File: src/rtl/hdmi_axi_rd_master_pkg.sv
// Shared definitions for the HDMI AXI4 read master: FSM states, AXI constants
// and the AxSIZE helper.
package hdmi_rd_pkg;

    typedef enum logic [1:0] {
        ST_IDLE,
        ST_RUN,
        ST_DONE
    } rd_state_e;

    localparam logic [1:0]  ARBURST_INCR   = 2'b01;
    localparam logic [3:0]  ARCACHE_DEF    = 4'b0011;
    localparam logic [1:0]  RESP_OKAY      = 2'b00;
    localparam int unsigned BOUNDARY_BYTES = 4096;

    function automatic logic [2:0] arsize_f(input int unsigned data_width);
        case (data_width)
            64:      return 3'd3;
            128:     return 3'd4;
            default: return 3'd2;
        endcase
    endfunction

endpackage

File: src/rtl/hdmi_axi_rd_master_if.sv
// AXI4 read-channel bundle (AR + R) between the HDMI read master and the interconnect.
interface hdmi_axi_rd_master_if #(
    parameter int unsigned DATA_WIDTH = 32
) ();

    logic [31:0]           m_axi_araddr;
    logic [7:0]            m_axi_arlen;
    logic [2:0]            m_axi_arsize;
    logic [1:0]            m_axi_arburst;
    logic [3:0]            m_axi_arcache;
    logic [2:0]            m_axi_arprot;
    logic [3:0]            m_axi_arid;
    logic                  m_axi_arvalid;
    logic                  m_axi_arready;
    logic [DATA_WIDTH-1:0] m_axi_rdata;
    logic [1:0]            m_axi_rresp;
    logic                  m_axi_rlast;
    logic                  m_axi_rvalid;
    logic                  m_axi_rready;

    modport master (
        output m_axi_araddr, m_axi_arlen, m_axi_arsize, m_axi_arburst,
               m_axi_arcache, m_axi_arprot, m_axi_arid, m_axi_arvalid, m_axi_rready,
        input  m_axi_arready, m_axi_rdata, m_axi_rresp, m_axi_rlast, m_axi_rvalid
    );

    modport slave (
        input  m_axi_araddr, m_axi_arlen, m_axi_arsize, m_axi_arburst,
               m_axi_arcache, m_axi_arprot, m_axi_arid, m_axi_arvalid, m_axi_rready,
        output m_axi_arready, m_axi_rdata, m_axi_rresp, m_axi_rlast, m_axi_rvalid
    );

endinterface

File: src/rtl/hdmi_axi_rd_master_ar_split.sv
// AR channel generator: splits a command into INCR bursts bounded by BURST_MAX
// and the 4 KB boundary, and limits bursts in flight to MAX_OUTST.
module hdmi_axi_ar_split
    import hdmi_rd_pkg::*;
#(
    parameter int unsigned DATA_WIDTH = 32,
    parameter int unsigned BURST_MAX  = 64,
    parameter int unsigned MAX_OUTST  = 4
) (
    input  logic        clk,
    input  logic        rst_n,
    input  logic        start_i,
    input  logic        run_i,
    input  logic [31:0] addr_i,
    input  logic [15:0] num_i,
    input  logic        rlast_hs_i,
    input  logic        arready_i,
    output logic [31:0] araddr_o,
    output logic [7:0]  arlen_o,
    output logic        arvalid_o
);

    localparam logic [2:0]  SZ   = arsize_f(DATA_WIDTH);
    localparam logic [16:0] BMAX = 17'(BURST_MAX);
    localparam logic [3:0]  OMAX = 4'(MAX_OUTST);

    logic [31:0] addr_q;
    logic [15:0] rem_q;
    logic [3:0]  outst_q;
    logic [7:0]  arlen_q;
    logic [8:0]  len_q;
    logic        arvalid_q;

    logic [12:0] bnd_bytes;
    logic [16:0] bnd_beats;
    logic [16:0] len_c;
    logic        can_issue;
    logic        ar_hs;

    always_comb begin
        bnd_bytes = 13'(BOUNDARY_BYTES) - {1'b0, addr_q[11:0]};
        bnd_beats = {4'b0, bnd_bytes >> SZ};
        len_c     = {1'b0, rem_q};
        if (len_c > BMAX)      len_c = BMAX;
        if (len_c > bnd_beats) len_c = bnd_beats;
        can_issue = run_i && !arvalid_q && (rem_q != '0) && (outst_q < OMAX);
        ar_hs     = arvalid_q && arready_i;
    end

    // addr_q/arlen_q only move on handshake or load, so AR fields hold while arvalid waits.
    always_ff @(posedge clk or negedge rst_n) begin
        if (!rst_n) begin
            addr_q    <= '0;
            rem_q     <= '0;
            outst_q   <= '0;
            arlen_q   <= '0;
            len_q     <= '0;
            arvalid_q <= 1'b0;
        end else if (start_i) begin
            addr_q    <= addr_i;
            rem_q     <= num_i;
            outst_q   <= '0;
            arvalid_q <= 1'b0;
        end else begin
            if (can_issue) begin
                arvalid_q <= 1'b1;
                arlen_q   <= 8'(len_c - 17'd1);
                len_q     <= 9'(len_c);
            end else if (ar_hs) begin
                arvalid_q <= 1'b0;
                addr_q    <= addr_q + ({23'b0, len_q} << SZ);
                rem_q     <= rem_q - {7'b0, len_q};
            end
            case ({ar_hs, rlast_hs_i})
                2'b10:   outst_q <= outst_q + 4'd1;
                2'b01:   outst_q <= outst_q - 4'd1;
                default: outst_q <= outst_q;
            endcase
        end
    end

    assign araddr_o  = addr_q;
    assign arlen_o   = arlen_q;
    assign arvalid_o = arvalid_q;

endmodule

File: src/rtl/hdmi_axi_rd_master.sv
// HDMI AXI4 read master: command FSM and R path into the pixel FIFO.
// Optional HDMI_RD_RRESP_CHECK_EN adds a sticky rd_err output for non-OKAY responses.
module hdmi_axi_rd_master
    import hdmi_rd_pkg::*;
#(
    parameter int unsigned DATA_WIDTH = 32,
    parameter int unsigned BURST_MAX  = 64,
    parameter int unsigned MAX_OUTST  = 4
) (
    input  logic                  clk,
    input  logic                  rst_n,
    input  logic                  kick,
    input  logic [31:0]           read_addr,
    input  logic [31:0]           read_num,
    output logic                  busy,
    hdmi_axi_rd_master_if.master  axi,
    output logic [DATA_WIDTH-1:0] fifo_din,
    output logic                  fifo_wr_en,
    input  logic                  fifo_afull
`ifdef HDMI_RD_RRESP_CHECK_EN
    ,
    output logic                  rd_err
`endif
);

    rd_state_e             state_q;
    logic [15:0]           num_q;
    logic [15:0]           rx_cnt_q;
    logic                  busy_q;
    logic                  rready_q;
    logic                  wr_en_q;
    logic [DATA_WIDTH-1:0] din_q;

    logic r_hs;
    logic start;
    logic unused_num_hi;

    assign r_hs          = axi.m_axi_rvalid && rready_q;
    assign start         = (state_q == ST_IDLE) && kick;
    assign unused_num_hi = ^read_num[31:16];

    hdmi_axi_ar_split #(
        .DATA_WIDTH (DATA_WIDTH),
        .BURST_MAX  (BURST_MAX),
        .MAX_OUTST  (MAX_OUTST)
    ) u_ar_split (
        .clk        (clk),
        .rst_n      (rst_n),
        .start_i    (start),
        .run_i      (state_q == ST_RUN),
        .addr_i     (read_addr),
        .num_i      (read_num[15:0]),
        .rlast_hs_i (r_hs && axi.m_axi_rlast),
        .arready_i  (axi.m_axi_arready),
        .araddr_o   (axi.m_axi_araddr),
        .arlen_o    (axi.m_axi_arlen),
        .arvalid_o  (axi.m_axi_arvalid)
    );

    // Leaving RUN on the final beat's handshake lets DONE follow immediately and drops rready at once.
    always_ff @(posedge clk or negedge rst_n) begin
        if (!rst_n) begin
            state_q  <= ST_IDLE;
            num_q    <= '0;
            rx_cnt_q <= '0;
            busy_q   <= 1'b0;
            rready_q <= 1'b0;
            wr_en_q  <= 1'b0;
            din_q    <= '0;
        end else begin
            wr_en_q <= r_hs;
            if (r_hs) din_q <= axi.m_axi_rdata;
            case (state_q)
                ST_IDLE: begin
                    rready_q <= 1'b0;
                    if (kick) begin
                        num_q    <= read_num[15:0];
                        rx_cnt_q <= '0;
                        busy_q   <= 1'b1;
                        if (read_num[15:0] == '0) begin
                            state_q <= ST_DONE;
                        end else begin
                            state_q  <= ST_RUN;
                            rready_q <= !fifo_afull;
                        end
                    end
                end
                ST_RUN: begin
                    if (r_hs) rx_cnt_q <= rx_cnt_q + 16'd1;
                    if (r_hs && (rx_cnt_q + 16'd1 == num_q)) begin
                        state_q  <= ST_DONE;
                        rready_q <= 1'b0;
                    end else begin
                        rready_q <= !fifo_afull;
                    end
                end
                ST_DONE: begin
                    busy_q   <= 1'b0;
                    rready_q <= 1'b0;
                    state_q  <= ST_IDLE;
                end
                default: state_q <= ST_IDLE;
            endcase
        end
    end

`ifdef HDMI_RD_RRESP_CHECK_EN
    logic rd_err_q;

    always_ff @(posedge clk or negedge rst_n) begin
        if (!rst_n) begin
            rd_err_q <= 1'b0;
        end else if (start) begin
            rd_err_q <= 1'b0;
        end else if (r_hs && (axi.m_axi_rresp != RESP_OKAY)) begin
            rd_err_q <= 1'b1;
        end
    end

    assign rd_err = rd_err_q;
`else
    logic unused_resp;
    assign unused_resp = ^axi.m_axi_rresp;
`endif

    assign axi.m_axi_arsize  = arsize_f(DATA_WIDTH);
    assign axi.m_axi_arburst = ARBURST_INCR;
    assign axi.m_axi_arcache = ARCACHE_DEF;
    assign axi.m_axi_arprot  = '0;
    assign axi.m_axi_arid    = '0;
    assign axi.m_axi_rready  = rready_q;

    assign busy       = busy_q;
    assign fifo_din   = din_q;
    assign fifo_wr_en = wr_en_q;

endmodule

File: src/flat_wrapper.sv
// flat-port wrapper written by rule: the top's interface ports become plain ports
module hdmi_axi_rd_master_flat import hdmi_rd_pkg::*;
#(
    parameter int unsigned DATA_WIDTH = 32,
    parameter int unsigned BURST_MAX  = 64,
    parameter int unsigned MAX_OUTST  = 4
)
  (clk, rst_n, kick, read_addr, read_num, busy, fifo_din, fifo_wr_en, fifo_afull, axi_m_axi_araddr, axi_m_axi_arlen, axi_m_axi_arsize, axi_m_axi_arburst, axi_m_axi_arcache, axi_m_axi_arprot, axi_m_axi_arid, axi_m_axi_arvalid, axi_m_axi_rready, axi_m_axi_arready, axi_m_axi_rdata, axi_m_axi_rresp, axi_m_axi_rlast, axi_m_axi_rvalid);
  hdmi_axi_rd_master_if #(.DATA_WIDTH(DATA_WIDTH)) axi_i ();
  input  logic clk;
  input  logic rst_n;
  input  logic kick;
  input  logic [31:0] read_addr;
  input  logic [31:0] read_num;
  output logic busy;
  output logic [DATA_WIDTH-1:0] fifo_din;
  output logic fifo_wr_en;
  input  logic fifo_afull;
  output wire logic [$bits(axi_i.m_axi_araddr)-1:0] axi_m_axi_araddr;
  output wire logic [$bits(axi_i.m_axi_arlen)-1:0] axi_m_axi_arlen;
  output wire logic [$bits(axi_i.m_axi_arsize)-1:0] axi_m_axi_arsize;
  output wire logic [$bits(axi_i.m_axi_arburst)-1:0] axi_m_axi_arburst;
  output wire logic [$bits(axi_i.m_axi_arcache)-1:0] axi_m_axi_arcache;
  output wire logic [$bits(axi_i.m_axi_arprot)-1:0] axi_m_axi_arprot;
  output wire logic [$bits(axi_i.m_axi_arid)-1:0] axi_m_axi_arid;
  output wire logic [$bits(axi_i.m_axi_arvalid)-1:0] axi_m_axi_arvalid;
  output wire logic [$bits(axi_i.m_axi_rready)-1:0] axi_m_axi_rready;
  input wire logic [$bits(axi_i.m_axi_arready)-1:0] axi_m_axi_arready;
  input wire logic [$bits(axi_i.m_axi_rdata)-1:0] axi_m_axi_rdata;
  input wire logic [$bits(axi_i.m_axi_rresp)-1:0] axi_m_axi_rresp;
  input wire logic [$bits(axi_i.m_axi_rlast)-1:0] axi_m_axi_rlast;
  input wire logic [$bits(axi_i.m_axi_rvalid)-1:0] axi_m_axi_rvalid;
  assign axi_m_axi_araddr = axi_i.m_axi_araddr;
  assign axi_m_axi_arlen = axi_i.m_axi_arlen;
  assign axi_m_axi_arsize = axi_i.m_axi_arsize;
  assign axi_m_axi_arburst = axi_i.m_axi_arburst;
  assign axi_m_axi_arcache = axi_i.m_axi_arcache;
  assign axi_m_axi_arprot = axi_i.m_axi_arprot;
  assign axi_m_axi_arid = axi_i.m_axi_arid;
  assign axi_m_axi_arvalid = axi_i.m_axi_arvalid;
  assign axi_m_axi_rready = axi_i.m_axi_rready;
  assign axi_i.m_axi_arready = axi_m_axi_arready;
  assign axi_i.m_axi_rdata = axi_m_axi_rdata;
  assign axi_i.m_axi_rresp = axi_m_axi_rresp;
  assign axi_i.m_axi_rlast = axi_m_axi_rlast;
  assign axi_i.m_axi_rvalid = axi_m_axi_rvalid;
  hdmi_axi_rd_master #(.DATA_WIDTH(DATA_WIDTH), .BURST_MAX(BURST_MAX), .MAX_OUTST(MAX_OUTST)) u_core (.clk(clk), .rst_n(rst_n), .kick(kick), .read_addr(read_addr), .read_num(read_num), .busy(busy), .axi(axi_i), .fifo_din(fifo_din), .fifo_wr_en(fifo_wr_en), .fifo_afull(fifo_afull));
endmodule
File: config.mk
export PLATFORM = sky130hd
export DESIGN_NAME = hdmi_axi_rd_master_flat
export DESIGN_NICKNAME = d
export VERILOG_FILES = /design/src/rtl/hdmi_axi_rd_master_pkg.sv /design/src/rtl/hdmi_axi_rd_master_if.sv /design/src/rtl/hdmi_axi_rd_master_ar_split.sv /design/src/rtl/hdmi_axi_rd_master.sv /design/src/flat_wrapper.sv
export SDC_FILE = /design/constraint.sdc
export NUM_CORES = 1
export LEC_CHECK = 0
export ABC_AREA = 1
export BUFFER_PORTS_ARGS = -buffer_cell sky130_fd_sc_hd__buf_2
export CAP_MARGIN = 15
export CORE_ASPECT_RATIO = 1.4
export CORE_UTILIZATION = 34
export CTS_CLUSTER_DIAMETER = 200
export DETAILED_ROUTE_END_ITERATION = 7
export PLACE_DENSITY = 0.57
export SYNTH_ARGS = -nofsm -noshare
export SYNTH_HDL_FRONTEND = slang
export SYNTH_SLANG_ARGS = --single-unit
File: constraint.sdc
create_clock -name clk -period 2.6 [get_ports clk]
set_input_delay 0.26 -clock clk [delete_from_list [all_inputs] [get_ports clk]]
set_output_delay 0.26 -clock clk [all_outputs]
set_load 0.05 [all_outputs]
### After elaboration in Yosys (flattened, before gate mapping)

Index checks and enable logic that the tools add are counted.

| cells by class | value |
|---|---|
| order comparisons | 3 |
| equality and inequality tests | 9 |
| multiplexer cells | 26 |
| bitwise logic cells | 1 |
| add/subtract/negate cells | 7 |
| reduce and logical (&&, ||, !) cells | 25 |

Operators with widths:

| cell | number |
|---|---|
| 16-bit two-way mux | 6 |
| 32-bit two-way mux | 3 |
| 32-bit by 11-bit adder with 32-bit output | 1 |
| 16-bit case mux with 2 select lines | 1 |
| 16-bit by 1-bit adder with 16-bit output (second input constant) | 1 |
| 16-bit == test | 1 |
| 16-bit by 11-bit > comparator with 1-bit output | 1 |
| 16-bit by 7-bit > comparator with 1-bit output (second input constant) | 1 |
| 16-bit zero test | 1 |
| 16-bit nonzero test | 1 |
| 16-bit by 9-bit subtractor with 16-bit output | 1 |
| 13-bit by 12-bit subtractor with 13-bit output (first input constant) | 1 |
| 2-bit AND reduction | 5 |
| 9-bit two-way mux | 1 |
| 3-bit nonzero test | 3 |
| 1-bit logical AND | 8 |
| 4-bit case mux with 2 select lines | 1 |
| 8-bit by 1-bit subtractor with 8-bit output (second input constant) | 1 |
| 1-bit two-way mux | 7 |
| 2-bit two-way mux | 3 |
| 2-bit by 1-bit != test with 1-bit output (second input constant) | 3 |
| 2-bit nonzero test | 3 |
| 4-bit by 1-bit adder with 4-bit output (second input constant) | 1 |
| 2-bit by 1-bit == test with 1-bit output (second input constant) | 2 |
| 12 further kinds | 14 |

| word-level totals | value |
|---|---|
| flip-flop bits (word level) | 139 |
| word-level logic and storage cells | 84 |

### Longest topological paths before layout

Gate-level depths: netlist (run 1).

| depth | value |
|---|---|
| word-level depth | 6 |
| depth in mapped cells | 25 |
| gate-level depth less buffers | 25 |

### Cells and area by module

A second synthesis (run 1) with hierarchy kept.

| unflattened totals | value |
|---|---|
| cell total of the unflattened synthesis | 1242 |
| area, all modules | 9122.5 µm² |

Modules (own cells, without submodules):

| module | seq. area each (µm²) | cells each | area each (µm²) | times used |
|---|---|---|---|---|
| hdmi_axi_ar_split | 1751.7 | 778 | 5501.5 | 1 |
| hdmi_axi_rd_master | 1726.7 | 464 | 3621.0 | 1 |

### Worst setup path before layout (run 1)

No wires, ideal clock.

| timing | value |
|---|---|
| kind | reg-to-reg |
| start | reg u_core.u_ar_split.addr_q[3] (netlist: u_core.u_ar_split.araddr_o[3]) |
| end | reg u_core.u_ar_split.arlen_q[6] (netlist: u_core.u_ar_split.arlen_o[6]) |
| setup time | 0.117 ns |
| arrival | 3.087 ns |
| path buffers | 0 |
| stages on the path, launching flop included | 22 |
| slack | -0.604 ns |
| data required time | 2.483 ns |
| period minus slack after synthesis | 3.204 ns |
| path through | dfrtp_1 -> inv_1 -> nand4_1 -> nor3_4 -> inv_1 -> o21ai_0 -> nand2_1 -> ha_1 -> a21o_1 -> nor2_1 -> nand2_1 -> nand2_1 -> nand2_1 -> nand2_2 -> nand2_1 -> nand2_1 -> ha_1 -> nand2_1 -> nor2_1 -> nand2_1 -> nand2_1 -> nand2_1 |

| between the ends | value |
|---|---|
| longest elaborated chain between the ends | 4 |

Ends and longest elaborated chain:

| element | RTL line | RTL |
|---|---|---|
| start: declaration | hdmi_axi_rd_master_ar_split.sv:27 | `logic [31:0] addr_q;` |
| start signal: assignment | hdmi_axi_rd_master_ar_split.sv:60 | `addr_q <= addr_i;` |
| start signal: assignment | hdmi_axi_rd_master_ar_split.sv:71 | `addr_q <= addr_q + ({23'b0, len_q} << SZ);` |
| 13-bit by 12-bit subtractor with 13-bit output (*) | hdmi_axi_rd_master_ar_split.sv:41 | `bnd_bytes = 13'(BOUNDARY_BYTES) - {1'b0, addr_q[11:0]};` |
| 16-bit by 11-bit > comparator with 1-bit output | hdmi_axi_rd_master_ar_split.sv:45 | `if (len_c > bnd_beats) len_c = bnd_beats;` |
| 9-bit two-way mux (*) | hdmi_axi_rd_master_ar_split.sv:45 |  |
| 8-bit by 1-bit subtractor with 8-bit output (*) | hdmi_axi_rd_master_ar_split.sv:67 | `arlen_q <= 8'(len_c - 17'd1);` |
| end signal: assignment | hdmi_axi_rd_master_ar_split.sv:67 |  |
| end: declaration | hdmi_axi_rd_master_ar_split.sv:30 | `logic [7:0] arlen_q;` |

Every way passes the cells marked *; elsewhere a longest branch is shown, timed or not.
A chain may end at the register's enable or synchronous reset.

### Final worst setup path (run 1)

| timing | value |
|---|---|
| start | reg u_core.u_ar_split.addr_q[2] (netlist: u_core.u_ar_split.araddr_o[2]) |
| end | reg u_core.u_ar_split.arlen_q[4] (netlist: u_core.u_ar_split.arlen_o[4]) |

The elaborated chain is that of the path after synthesis.

==> results of run 1 <==
## worst max path at each step
stage / start / to / slack (ns)
6_report: u_core.u_ar_split.araddr_o[2]$_DFFE_PN0P_ / u_core.u_ar_split.arlen_o[4]$_DFFE_PN0P_ / -0.24
5_1_grt: u_core.u_ar_split.araddr_o[1]$_DFFE_PN0P_ / u_core.u_ar_split.arlen_o[4]$_DFFE_PN0P_ / -0.46
4_1_cts: u_core.u_ar_split.rem_q[9]$_DFFE_PN0P_ / u_core.u_ar_split.arlen_o[6]$_DFFE_PN0P_ / -0.23
3_5_place_dp: u_core.u_ar_split.rem_q[12]$_DFFE_PN0P_ / u_core.u_ar_split.arlen_o[6]$_DFFE_PN0P_ / -0.28
3_3_place_gp: u_core.u_ar_split.araddr_o[6]$_DFFE_PN0P_ / u_core.u_ar_split.arlen_o[6]$_DFFE_PN0P_ / -0.23
2_1_floorplan: u_core.u_ar_split.araddr_o[3]$_DFFE_PN0P_ / u_core.u_ar_split.arlen_o[6]$_DFFE_PN0P_ / -0.46
## worst reg2reg max path, cell delays in order (launching register included)
cell and delay, ns:
dfrtp_2 0.40, inv_1 0.14, buf_4 0.14, nand4_1 0.13, nor2_1 0.14, inv_1 0.06, nand2_1 0.12, o21ai_2 0.09
ha_1 0.29, nand2_1 0.06, nor2_2 0.09, nand2_1 0.06, nand2_1 0.07, nand2_2 0.07, buf_4 0.15, a21boi_4 0.17
nand2_2 0.09, nand2_4 0.08, inv_2 0.04, buf_4 0.12, o21bai_1 0.12, a21oi_1 0.08
## cells in the final DEF (no fill, tap or decap), types with 7 or more instances in the layout
cell type,n
buf_4,99
inv_2,15
a21oi_1,42
nor2_2,16
dfrtp_2,7
ha_1,30
xor2_1,11
xnor2_1,8
dlygate4sd3_1,16
nand4_1,17
a31oi_1,13
o22ai_1,15
inv_6,7
o21ai_0,84
nand2_4,12
buf_2,161
clkbuf_16,17
nand3_1,80
nand2_2,24
nor3_1,11
nor4_1,8
nand2_1,353
dfrtp_1,132
o21ai_1,12
nor2_1,88
conb_1,20
inv_1,134
ha_4,8
o211ai_1,12
## layer usage
metal  GRT usage [%]  routed length, um  up-vias
met5               0                 10        -
li1                -                  -     4595
met2            36.5              13900      213
met1            25.1              11800     4238
met4            8.81                743        2
met3            3.79               1160       44
## timing repair
action,CTS,global route
hold endpoints to repair,78,1
buffers inserted,7,12
hold buffers,15,1
pin swaps,13,22
endpoints found under the setup margin,13,26
resized for setup,21,72
## area by class of cell
cell class	count	share of cell area (%)
Antenna cell	1	0.0209
Clock inverter	14	1.31
Tap cell	319	3.33
Inverter	151	4.73
Multi-Input combinational cell	930	42.8
Clock buffer	18	3.58
Sequential cell	139	29.1
Timing Repair Buffer	284	15.2
## flip-flops by register name (all words and copies together) (netlist names), 2 cells and up
name,flops
u_core.u_ar_split.araddr_o,32
u_core.num_q,16
u_core.u_ar_split.arlen_o,8
u_core.u_ar_split.len_q,9
u_core.rx_cnt_q,16
u_core.u_ar_split.outst_q,4
u_core.u_ar_split.rem_q,16
u_core.fifo_din,32
u_core.state_q,2
## kinds of logic after synthesis
group	Yosys count
AND/OR/NAND/NOR	640
AO/OA/AOI/OAI	209
buffers and inverters	199
flip-flops	139
adder cells (fa/ha/maj)	41
XOR/XNOR	20
other	2
## power by group through the flow
stage | sequential, mW | clock [mW] | combinational, mW
2_1_floorplan | 5.68 | 0 | 4.56
3_3_place_gp | 3.82 | 0 | 9.25
3_5_place_dp | 3.82 | 0 | 9.36
4_1_cts | 3.81 | 2.55 | 9.51
5_1_grt | 3.93 | 2.64 | 10.9
6_report | 3.82 | 2.50 | 9.90
## through the flow
step                hold WS, ns  area (um2)  cells  total power [mW]  utilization [%]
floorplan               -0.0356        9060   1268              10.2                -
global placement          0.335       10700   1792              13.1             42.0
detailed placement        0.334       10700   1792              13.2             42.0
CTS                   0.0000273       11600   1846              15.9             45.4
global route            0.00722       12000   1855              17.5             46.9
finish                   0.0128       12000   1856              16.2             46.9
==> impl_metrics.ini, run 1 <==
[outcome]
status = complete, but fails checks
violations = DRC, setup timing

[detailed_routing]
drt-pass1-iter-count = 7
wl_per_cell_um = 14.9
wirelength_mm = 27.6
drtAntennaViolNets = 0
dr.first_iter.drc_count = 530
via_per_inst = 4.90
routed-via-count = 9092
drc = 20

[critical_path]
cp.depth = 21
cp.required_ns = 2.92
crit_path_max_incr_delay_ns = 0.40
worst-setup-path-type = register to register
cpMostUsedCell = nand2_1
critPathLaunchType = register
reg2regPathDepth = 21
worst-path-buf-inv = 6
crit-reg2reg-launch = u_core.u_ar_split.araddr_o[2]$_DFFE_PN0P_
regToRegSetupSlack_ns = -0.24
endpoint_kind = register
reg2reg_to = u_core.u_ar_split.arlen_o[4]$_DFFE_PN0P_
crit_arrival_ns = 3.16
slowest_stage = dfrtp_2
cp_cell_sequence = inv_1, buf_4, nand4_1, nor2_1, inv_1, nand2_1, o21ai_2, ha_1, nand2_1, nor2_2, nand2_1, nand2_1, nand2_2, buf_4, a21boi_4, nand2_2, nand2_4, inv_2, buf_4, o21bai_1, a21oi_1
crit_family = simple AND/OR/NAND/NOR gates
crit_fanout = 3

[power]
combinationalPowerShare_pct = 61.1
power_density_nw_per_um2 = 1350
p_sw_share_pct = 51.8
power_frac_clock_pct = 15.4
seq_power_share_pct = 23.5
ir_drop_mv = 0.630
p_leak_nw = 6.06
switchingPower_mw = 8.39
power.internal_mw = 7.82

[floorplanning]
core-area_um2 = 25600
num_rows = 69
die_area_um2 = 26900
die_w_um = 139
ioPinCount = 197
die_h_um = 194
initial_core_util_pct = 34.9

[global_route]
grt_max_degree = 69
grt_first_pass_wirelength_mm = 44.4
antenna_found_initial = 1
globalRouteTotalUtil_pct = 20.9
grt_pass1_vias = 8801
grt-ovfl-total = 0

[timing]
final_max_slew_viol_count = 0
rsz0062_at_grt = yes
setup_viol_count_final = 12
relSlewSlack_pct = 53.6
min_period_ns = 2.84
tns_ns = -1.89
finalHoldViolCount = 0
worst_slack_ns = -0.242
worst_slew_pin_slew_ns = 0.696
fin_crit_sh_pct = 109
skew_ns = 0.00754
fmax_mhz = 352

[place]
port_buffers = 162
place_ws_ns = -0.276
hpwl_mm = 20.3
finalWeightedCongestion = 0.863

[clock_network]
max-clock-path-buffers = 2
cts.sinks = 139
ctsHtreeMaxLevel = 4
cts_tree = built
cts_buffers = 17
cts-root-buf = clkbuf_16
clkLatencyLatePin_ns = 0.44
clk_pin_slew_worst_paths_ns = 0.07

[logic_synthesis]
synth_top_area_share_pct = 39.1
synth_largest_area_cell = dfrtp_1
synthAdderAreaFrac_pct = 6.01
ys_seq_area_share_pct = 39.1
synth_flop_cell = dfrtp_1
ys_types = 50
netlist_top_cells_count = nand2_1, inv_1, dfrtp_1
async_flop_share_pct = 100
synth.top_cells.by_area = dfrtp_1, nand2_1, inv_1, ha_1, o21ai_0
netlist_instances = 1250
synth-compound-area-share_pct = 13.1
synth_top_family_by_area = simple AND/OR/NAND/NOR gates
synthXorXnorAreaFrac_pct = 1.97
yosys.cell_count.top_type = nand2_1
syn-cell-area_um2 = 8910
synth-seq-cells = 139
synth_edf_count = 0
synth_mux_area_share_pct = 0
synthSimpleGateAreaFrac_pct = 30.5
syn_avg_cell_area_um2 = 7.12
yosys_warnings = 0

[finish]
drive_above_1_share_pct = 27.3
syn2layout_area_growth_pct = 34.6
multiInputGateArea_um2 = 5130
regArea_um2 = 3490
nets = 1669
n_fill_cell = 2577

[worst_hold_path]
min_path_type = input port to register
min_path_cells = 3
worstHoldStart = axi_m_axi_rdata[27]
whs_endpoint = u_core.fifo_din[27]$_DFFE_PN0P_

[flow_run]
cap_violations = 0
Note: power is estimated with default switching activity, not from simulation.
==> inputs of run 2 (changes only) <==
Settings changed: CORE_UTILIZATION 34 to 45, PLACE_DENSITY 0.57 to 0.72.
Clock period 2.6 ns to 2.3 ns, I/O delays scaled along.
==> run 2 against run 1 <==
  * The flow finishes with violations (setup timing)
  * Non-clock buffer count increased by 39
  * Global-route usage increased by 6.8 points
  * Sequential share of layout area decreased by 0.98 points
  * Cell area increased by 3.6%
==> impl_metrics.ini, run 2 (same netlist as run 1, synthesis figures left out) <==
[finish]
antenna_cells = 0
drive_above_1_share_pct = 30.1
final_cell_mix = nand2_1, buf_2, inv_1
syn2layout_area_growth_pct = 39.5
mostFrequentLayoutCell = nand2_1
nets = 1708
final_util_pct = 64.4

[clock_network]
cts.sinks = 139
max-clock-path-buffers = 2
cts-root-buf = clkbuf_16
cts_buffers = 17
clk_pin_slew_worst_paths_ns = 0.07
cts_tree = built
clkLatencyLatePin_ns = 0.44
ctsHtreeMaxLevel = 4

[timing]
worst_slack_ns = -0.606
skew_ns = 0.0107
hold_ws_ns = 0.0338
final_max_slew_viol_count = 0
rsz0062_at_grt = yes
setup_viol_count_final = 17
worst_slew_pin_slew_ns = 0.600
min_period_ns = 2.91
fin_crit_sh_pct = 126
finalHoldViolCount = 0
fmax_mhz = 344
relSlewSlack_pct = 59.7
tns_ns = -6.74

[power]
p_leak_nw = 6.25
power_density_nw_per_um2 = 1560
ir_drop_mv = 0.997

[place]
finalWeightedCongestion = 0.905
port_buffers = 162
hpwl_mm = 19.3

[global_route]
met3_usage_pct = 4.35
grt_first_pass_wirelength_mm = 44.9
grt_pass1_vias = 9440
grt_busiest_layer = met2
antenna_found_initial = 1
met1_usage_pct = 31.7
met2_usage_pct = 50.1
grt-ovfl-total = 0
grt_max_degree = 64
globalRouteTotalUtil_pct = 27.7

[flow_run]
cap_violations = 0

[floorplanning]
core-area_um2 = 19300
num_rows = 60
die_w_um = 121
die_h_um = 168
ioPinCount = 197
initial_core_util_pct = 46.2
die_area_um2 = 20400

[worst_hold_path]
whs_endpoint = u_core.u_ar_split.araddr_o[1]$_DFFE_PN0P_
worstHoldStart = read_addr[1]
min_path_cells = 3
min_path_type = input port to register

[critical_path]
critPathLaunchType = register
worst-setup-path-type = register to register
reg2reg_to = u_core.u_ar_split.arlen_o[2]$_DFFE_PN0P_
crit_arrival_ns = 3.26
endpoint_kind = register
crit-reg2reg-launch = u_core.u_ar_split.rem_q[12]$_DFFE_PN0P_
reg2regPathDepth = 19
crit_fanout = 7
regToRegSetupSlack_ns = -0.61
cp.required_ns = 2.65

[detailed_routing]
drc = 0
wirelength_mm = 27.3
via_per_inst = 5.18
routed-via-count = 9446
drt-pass1-iter-count = 5
drtAntennaViolNets = 0
wl_per_cell_um = 15.0
dr.first_iter.drc_count = 555

[outcome]
status = complete, but fails checks
violations = setup timing
## run 2: cell types whose count changed in the layout (fill, tap and decap cells not counted), moves of 6 or more
cell           delta
buf_4            +19
dlygate4sd3_1    +17
o21ai_0           -8
ha_1              -7
ha_4              +7
inv_8             +7
a21oi_1           -6
a21oi_2           +6
inv_6             -6
## run 2: timing repair
| action | CTS | global route |
|---|---|---|
| resized for setup | 72 | 67 |
| hold endpoints to repair | 77 | 0 |
| hold buffers | 33 | 0 |
| endpoints found under the setup margin | 25 | 65 |
| pin swaps | 33 | 28 |
| setup buffers | 13 | 11 |
| gates cloned | 0 | 0 |
## run 2: worst max-delay path by stage
stage	start	endpoint	slack [ns]	cells after the start
2_1_floorplan	u_core.u_ar_split.araddr_o[3]$_DFFE_PN0P_	u_core.u_ar_split.arlen_o[6]$_DFFE_PN0P_	-0.76	21
3_3_place_gp	u_core.u_ar_split.araddr_o[6]$_DFFE_PN0P_	u_core.u_ar_split.arlen_o[6]$_DFFE_PN0P_	-0.55	21
5_1_grt	u_core.u_ar_split.araddr_o[0]$_DFFE_PN0P_	u_core.u_ar_split.arlen_o[2]$_DFFE_PN0P_	-0.79	20
4_1_cts	u_core.u_ar_split.rem_q[10]$_DFFE_PN0P_	u_core.u_ar_split.arlen_o[2]$_DFFE_PN0P_	-0.47	19
3_5_place_dp	u_core.u_ar_split.araddr_o[6]$_DFFE_PN0P_	u_core.u_ar_split.arlen_o[6]$_DFFE_PN0P_	-0.65	21
6_report	u_core.u_ar_split.rem_q[12]$_DFFE_PN0P_	u_core.u_ar_split.arlen_o[2]$_DFFE_PN0P_	-0.61	19
## run 2: power by group
group | switching, mW | internal [mW] | total [mW]
clock network | 1.33 | 1.48 | 2.81
registers | 0.864 | 3.51 | 4.37
logic | 7.74 | 4.40 | 12.1
total | 9.93 | 9.38 | 19.3
## run 2: critical path, cell delays in order (launching register included)
cell	delay, ns
dfrtp_1	0.39
nor2_2	0.15
nand2_2	0.10
nor4_4	0.23
buf_6	0.21
nand3_1	0.14
inv_1	0.09
ha_1	0.12
nand2_1	0.08
nor2_2	0.16
nand2_1	0.09
nand2_1	0.08
nand2_2	0.07
nand2_4	0.09
nand2_4	0.08
nand2_2	0.11
nand2_4	0.07
ha_4	0.17
or2_1	0.23
a31oi_1	0.16
## run 2: per-stage QoR
stage          cell area [um2]  std cells  setup slack, ns  power (mW)
2_1_floorplan             9060       1268           -0.755        11.6
3_3_place_gp             10700       1736           -0.546        14.9
3_5_place_dp             10700       1736           -0.645        15.1
4_1_cts                  12100       1813           -0.471        18.5
5_1_grt                  12400       1823           -0.788        20.8
6_report                 12400       1823           -0.606        19.3
## run 2: area by class of cell
type | instances | area (um2)
Fill cell | 1645 | 6870
Multi-Input combinational cell | 930 | 5290
Sequential cell | 139 | 3490
Inverter | 151 | 567
Clock inverter | 15 | 186
Timing Repair Buffer | 323 | 2150
Tap cell | 248 | 310
Clock buffer | 17 | 425
## run 2: layer usage
| metal | up-vias | part of all wire, % |
|---|---|---|
| met1 | 4412 | 39 |
| met2 | 296 | 53 |
| met4 | 0 | 3.8 |
| met3 | 71 | 4.1 |
| met5 | - | 0 |
| li1 | 4667 | - |
